`config.mk`:
```
export PLATFORM = sky130hd
export DESIGN_NAME = read_wait_gen
export DESIGN_NICKNAME = d
export VERILOG_FILES = /design/src/rtl/rwg_pkg.sv /design/src/rtl/wrap_counter.sv /design/src/rtl/read_wait_gen.sv
export SDC_FILE = /design/constraint.sdc
export NUM_CORES = 1
export LEC_CHECK = 0
export ABC_AREA = 0
export CORE_ASPECT_RATIO = 1.5
export CORE_MARGIN = 1.5
export CORE_UTILIZATION = 30
export CTS_CLUSTER_DIAMETER = 40
export DETAILED_ROUTE_END_ITERATION = 8
export PLACE_DENSITY = 0.61
export SLEW_MARGIN = 20
export SYNTH_ARGS = -nofsm -noshare
export SYNTH_HDL_FRONTEND = slang
export SYNTH_SLANG_ARGS = --single-unit
```
`constraint.sdc`:
```
create_clock -name clk -period 1.8 [get_ports clk]
set_input_delay 0.45 -clock clk [delete_from_list [all_inputs] [get_ports clk]]
set_output_delay 0.45 -clock clk [all_outputs]
set_load 0.01 [all_outputs]
```
`src/rtl/rwg_pkg.sv`:
```
// Shared types for the read wait-state generator.
// State names follow the controller state expected this cycle.
package rwg_pkg;

  localparam int WCW = 4;

  typedef enum logic [1:0] {
    IDLE,
    TREAD,
    TDLY,
    TDONE
  } state_e;

endpackage

```
`src/rtl/wrap_counter.sv`:
```
// Free-running enable counter that wraps modulo 2^W.
// Used for the completed-transfer count.
module wrap_counter #(
  parameter int W = 16
) (
  input  logic         clk,
  input  logic         rst,
  input  logic         en,
  output logic [W-1:0] cnt_o
);

  logic [W-1:0] cnt_q;
  logic [W-1:0] cnt_d;

  assign cnt_d = cnt_q + W'(1);
  assign cnt_o = cnt_q;

  always_ff @(posedge clk or posedge rst) begin
    if (rst) begin
      cnt_q <= '0;
    end else if (en) begin
      cnt_q <= cnt_d;
    end
  end

endmodule

```
`src/rtl/read_wait_gen.sv`:
```
// Tracks a READ/DLY/DONE controller, inserts wait states,
// captures device data and flags protocol violations.
module read_wait_gen
  import rwg_pkg::*;
#(
  parameter int DW = 8,
  parameter int CW = 16
) (
  input  logic          clk,
  input  logic          rst,
  input  logic          rd,
  input  logic          ds,
  input  logic [3:0]    wait_cfg,
  input  logic [DW-1:0] dev_data,
  input  logic          err_clr,
  output logic          ws,
  output logic [DW-1:0] rdata,
  output logic          rvalid,
  output logic          busy,
  output logic          err,
  output logic [CW-1:0] xfer_cnt
);

  state_e           state_q, state_d;
  logic [WCW-1:0]   wcnt_q, wcnt_d;
  logic [DW-1:0]    rdata_q, rdata_d;
  logic             err_q, err_d;
  logic             viol;
  logic             cnt_en;

  always_ff @(posedge clk or posedge rst) begin
    if (rst) begin
      state_q <= IDLE;
      wcnt_q  <= '0;
      rdata_q <= '0;
      err_q   <= 1'b0;
    end else begin
      state_q <= state_d;
      wcnt_q  <= wcnt_d;
      rdata_q <= rdata_d;
      err_q   <= err_d;
    end
  end

  always_comb begin
    state_d = state_q;
    wcnt_d  = wcnt_q;
    rdata_d = rdata_q;
    viol    = 1'b0;
    cnt_en  = 1'b0;
    unique case (state_q)
      IDLE: begin
        if (rd) begin
          state_d = TDLY;
          wcnt_d  = wait_cfg;
        end else if (ds) begin
          viol = 1'b1;
        end
      end
      TDLY: begin
        if (!rd) begin
          viol    = 1'b1;
          state_d = IDLE;
        end else if (wcnt_q != '0) begin
          wcnt_d  = wcnt_q - WCW'(1);
          state_d = TREAD;
        end else begin
          rdata_d = dev_data;
          state_d = TDONE;
        end
      end
      TREAD: begin
        if (rd) begin
          state_d = TDLY;
        end else begin
          viol    = 1'b1;
          state_d = IDLE;
        end
      end
      TDONE: begin
        state_d = IDLE;
        if (ds && !rd) begin
          cnt_en = 1'b1;
        end else begin
          viol = 1'b1;
        end
      end
    endcase
    // a new violation overrides a simultaneous clear
    err_d  = viol | (err_q & ~err_clr);
    ws     = (state_q == TDLY) && (wcnt_q != '0);
    rvalid = (state_q == TDONE);
    busy   = (state_q != IDLE);
  end

  assign rdata = rdata_q;
  assign err   = err_q;

  wrap_counter #(
    .W(CW)
  ) u_cnt (
    .clk  (clk),
    .rst  (rst),
    .en   (cnt_en),
    .cnt_o(xfer_cnt)
  );

endmodule

```
After elaboration in Yosys (flattened, before gate mapping). Index checks and enable logic that the tools add are counted.

Flip-flop bits (word level): 31. Output and inout port bits: 28. Word-level logic and storage cells: 43.

Add/sub/neg operators: 2. Equal/unequal tests: 6. Multiplexer cells: 16. Bitwise logic cells: 4. Reductions and logical operators: 10.

Operators with widths (number): 16-bit by 1-bit adder with 16-bit output, second input constant (1); 4-bit two-way mux (3); 2-bit two-way mux (4); 2-bit one-hot mux with 4 select lines (1); 4-bit one-hot mux with 2 select lines (1); 1-bit two-way mux (6); 2-bit equality test, second input constant (2); 2-bit inequality test, second input constant (2); 4-bit AND reduction (1); 2-bit nonzero test (2); 4-bit nonzero test (1); 4-bit by 1-bit subtractor with 4-bit output, second input constant (1); 1-bit one-hot mux with 3 select lines (1); 3-bit AND reduction (1); 2-bit by 1-bit equality test with 1-bit output, second input constant (1); 1-bit logical AND (2); 2-bit logical NOT (1); 2-bit by 1-bit inequality test with 1-bit output, second input constant (1); 1-bit NOT (2); 2-bit OR reduction (1); 1-bit bitwise AND (1); 1-bit logical NOT (1); 1-bit bitwise OR (1).

Longest topological paths before layout.
Depth in word-level cells: 5. Gate-level depth with buffers: 6. Mapped depth without buffers: 6.

Cells and area by module. Synthesis repeated with hierarchy kept, for this count alone.

Cells, all modules: 128. Area, all modules: 1526.5 um^2.

By module, submodules not included: read_wait_gen (times used 1, cells each 71, area an instance 815.8 um^2); wrap_counter (times used 1, cells each 57, area an instance 710.7 um^2).

Least setup slack after synthesis. OpenSTA, ideal clock, no wires.

Path type: flip-flop to output port. Start point: register state_q[0]. End point: output ws. Arrival time: 1.292 ns. Required time: 1.350 ns. Path slack: 0.058 ns. Stages on the path, launching flop included: 5. Cells stage by stage: dfrtp_1 > inv_1 > ha_1 > buf_2 > a21boi_0.

Longest elaborated chain between the ends: 2.

RTL lines: start: declaration (line read_wait_gen.sv:24) `state_e state_q, state_d;`; start signal: assignment (line read_wait_gen.sv:38) `state_q <= state_d;`; 2-bit equality test (line read_wait_gen.sv:91) `ws = (state_q == TDLY) && (wcnt_q != '0);`; 1-bit logical AND (line read_wait_gen.sv:91); end: declaration (line read_wait_gen.sv:16) `output logic ws,`.

No other way between the ends.

Worst setup path after layout.
Start point: register u_cnt.cnt_q[4] (netlist: u_cnt.cnt_o[4]). End point: output xfer_cnt[4].

RTL lines: start: declaration (line wrap_counter.sv:12) `logic [W-1:0] cnt_q;`; start signal: assignment (line wrap_counter.sv:22) `cnt_q <= cnt_d;`; end: declaration (line read_wait_gen.sv:21) `output logic [CW-1:0] xfer_cnt`.

No word-level cell between the ends.

==> run_results.csv <==
group,metric,value,unit
run_status,status,"complete, no violations",
synth,synth_flop_cell,"dfrtp_1",
clocking,clk_pin_slew_worst_paths,0.06,ns
route,dr.pass1.iters,4,
timing,clock.fmax,0.576,GHz
timing,rsz0062_at_grt,"false",
synth,ys_top_cells_by_area,"dfrtp_1 (50%), xnor2_1 (7.4%), mux2_1 (5.9%), ha_1 (5.7%), nand4_4 (2.8%)",
synth,ys_async_sr_fraction,100,%
floorplan,die_area,5580,µm²
worst_setup_path,crit_family,"buffers and inverters",
synth,synth_top_area_cell,"dfrtp_1",
clocking,ctsHtreeMaxLevel,2,
route,drtIter0Drc,13,
worst_hold_path,min_path_type,"flop to flop",
timing,slew_headroom,73.2,%
floorplan,fp-row-count,31,
synth,synth_edf_count,0,
route,postRouteAntennaNets,0,
synth,yosysTopAreaCellShare,50.4,%
global_route,grt_use_met3,4.73,%
global_route,overflow,0,
worst_setup_path,cp_max_fo,6,
cells_and_area,multi_input_area,709,µm²
clocking,cts_sinks,31,
pwr,p_clk_share,20.7,%
cells_and_area,diodes,0,
floorplan,ios,45,
synth,yosysMostFrequentCell,"dfrtp_1",
place,gp_congestion,0.804,
timing,timing.final.ws_setup,0.0650,ns
place,dp_slack,-0.100,ns
pwr,combPwrFrac,41.8,%
synth,syn_inst,131,
route,wl_per_cell,12.6,µm
synth,ys_seq_area_share,50.4,%
global_route,use_met1,13.6,%
place,io_buffer_count,44,
pwr,ir_worst_vdd,0.000683,V
cells_and_area,syn_to_final_growth,45.6,%
synth,yosysWarnings,0,
worst_setup_path,worstPathCellList,"clkdlybuf4s50_1",
worst_setup_path,critPathKind,"flop to output port",
global_route,antenna_found_initial,0,
route,wl,3290,µm
global_route,grt_use_total,12.8,%
global_route,grt_start_max_net_pins,32,
timing,skew,0.00480,ns
cells_and_area,drive_gt1_share,17.9,%
clocking,cts_tree,"built",
cells_and_area,fill_cells,487,
global_route,groute.layer.met2.usage,21.7,%
timing,layout_min_cycle_time,1.73,ns
timing,worst_pin_slew,0.402,ns
synth,synth_area,1540,µm²
clocking,insertion_delay,0.28,ns
floorplan,die_h,90.7,µm
pwr,p_seq_share,37.5,%
pwr,intPower,1.76,mW
synth,avgSynthCellArea,11.7,µm²
timing,finalHoldViolations,0,
clocking,cts_root_buffer,"clkbuf_8",
timing,tns,0,ns
cells_and_area,final-seq-area,781,µm²
route,route.detailed.drc,0,
worst_setup_path,worstSetupEndpointType,"output port",
floorplan,dieWidth,61.5,µm
worst_setup_path,cp.arrival,1.28,ns
global_route,grt_pass1_vias,1239,
worst_setup_path,cpMaxStageDelayCell,"clkdlybuf4s50_1",
worst_setup_path,cp.required,1.35,ns
place,dpl.hpwl,2500,µm
worst_setup_path,cp_num_buf_inv,1,
cells_and_area,fin_cells,261,
timing,min_period_over_period,96.4,%
floorplan,core-area,4890,µm²
global_route,busiest_layer,"met2",
timing,slew_violations,0,
pwr,p_switching,0.903,mW
route,vias,1206,
synth,synth_nets,155,
flow_run,drv_cap,0,
worst_setup_path,start_kind,"flop",
clocking,numCtsBuffers,5,
pwr,p_leak,1.01,nW
place,dpl.cell_count,254,
global_route,grt_pass1_wl,5400,µm
floorplan,start_util,31.5,%
worst_setup_path,cpPeakStageDelay,0.57,ns
route,vias_per_cell,4.62,
synth,synth_seq_cells,31,
synth,ys_top_cells_by_count,"dfrtp_1 (31), xnor2_1 (13), inv_1 (10), nand2_1 (10), mux2_1 (8)",
timing,finalSetupViolations,0,
pwr,power_density,1190,nW/µm²
synth,synth_cell_types,34,
cells_and_area,nets,219,
pwr,netSwitchingFraction,33.9,%
clocking,clock_path_buffers,2,
cells in the final DEF, fill, tap and decap left out, types with 2 or more instances in the layout:
cell             synthesis  layout
and2_1                   2       2
nor2_4                   2       2
nand3_1                  5       5
mux2i_1                  2       2
o22a_1                   3       3
nor2b_1                  2       2
nand4_1                  3       3
buf_2                    1       2
dfrtp_2                  0       4
o31ai_1                  2       2
nand4_4                  2       2
ha_1                     7       7
clkbuf_8                 0       6
a21oi_1                  3       3
nand2_1                 10      10
xor2_1                   2       2
nor2_1                   5       5
xnor2_1                 13      13
clkdlybuf4s50_1          0      41
dfrtp_1                 31      27
buf_4                    0      15
mux2_1                   8       8
a31oi_1                  2       2
and4_1                   3       3
inv_1                   10      10
power groups by stage:
stage	registers (mW)	clock network [mW]	logic, mW
floorplan	1.03	0	0.559
global placement	1.00	0	1.12
detailed placement	1.01	0	1.15
CTS	1.00	0.573	1.13
global route	1.02	0.605	1.23
finish	1.00	0.552	1.11
state kept, by name (all words and copies together) (netlist names):
register and flops:
rdata 8, u_cnt.cnt_o 16, state_q 2, wcnt_q 4, err 1
per-stage QoR:
step	area [µm²]	power [mW]	hold slack, ns	utilization, %
finish	2240	2.66	0.480	45.9
global placement	2160	2.12	0.460	44.2
detailed placement	2160	2.16	0.474	44.2
CTS	2240	2.70	0.486	45.8
global route	2240	2.86	0.499	45.9
floorplan	1540	1.59	0.459	-
cell families (layout without fill, tap and decap cells):
| logic type | Yosys count | in the layout | synth area share, % |
|---|---|---|---|
| AND/OR/NAND/NOR | 40 | 40 | 17.5 |
| flip-flops | 31 | 31 | 50.4 |
| AO/OA/AOI/OAI | 16 | 16 | 7.24 |
| multiplexers | 10 | 10 | 7.15 |
| adder cells (fa/ha/maj) | 7 | 7 | 5.69 |
| buffers and inverters | 12 | 76 | 3.50 |
| XOR/XNOR | 15 | 15 | 8.54 |
path summary, 6_finish.rpt:
| path | startpoint | end | slack (ns) | cells past startpoint |
|---|---|---|---|---|
| hold reg to reg | u_cnt.cnt_o[15]$_DFFE_PP0P_ | u_cnt.cnt_o[15]$_DFFE_PP0P_ | 0.48 | 1 |
| max in group asynchronous | rst | u_cnt.cnt_o[1]$_DFFE_PP0P_ | 0.94 | 3 |
| setup / recovery | u_cnt.cnt_o[4]$_DFFE_PP0P_ | xfer_cnt[4] | 0.07 | 1 |
| hold / removal | u_cnt.cnt_o[15]$_DFFE_PP0P_ | u_cnt.cnt_o[15]$_DFFE_PP0P_ | 0.48 | 1 |
| setup reg to reg | state_q[0]$_DFFE_PP0P_ | wcnt_q[0]$_DFFE_PP0P_ | 0.20 | 8 |
| min in group asynchronous | rst | state_q[1]$_DFFE_PP0P_ | 0.55 | 3 |
layer usage:
| metal | part of all wire (%) | routed length (µm) |
|---|---|---|
| met5 | 0 | 0 |
| met4 | 1.8 | 59 |
| met3 | 5.7 | 189 |
| met2 | 53 | 1740 |
| met1 | 39 | 1300 |
worst register-to-register path, cell delays in order, from the launching register on:
cell and delay, ns:
dfrtp_1 0.39, inv_1 0.08, buf_4 0.12, ha_1 0.17, buf_4 0.12, o21ai_1 0.06
a31o_2 0.28, o21ai_0 0.17, o31ai_1 0.10
area by class of cell:
type	count	area share, %
Multi-Input combinational cell	88	31.7
Sequential cell	31	34.8
Clock inverter	1	0.223
Inverter	10	1.68
Tap cell	66	3.69
Timing Repair Buffer	59	24.2
Clock buffer	6	3.69
repair_timing:
action / CTS / global route
endpoints found under the setup margin: 5 / 3
gates resized for setup: 12 / 3
setup buffers: 0 / 0
hold buffers: 0 / 0
Note: power is estimated with default switching activity, not from simulation.
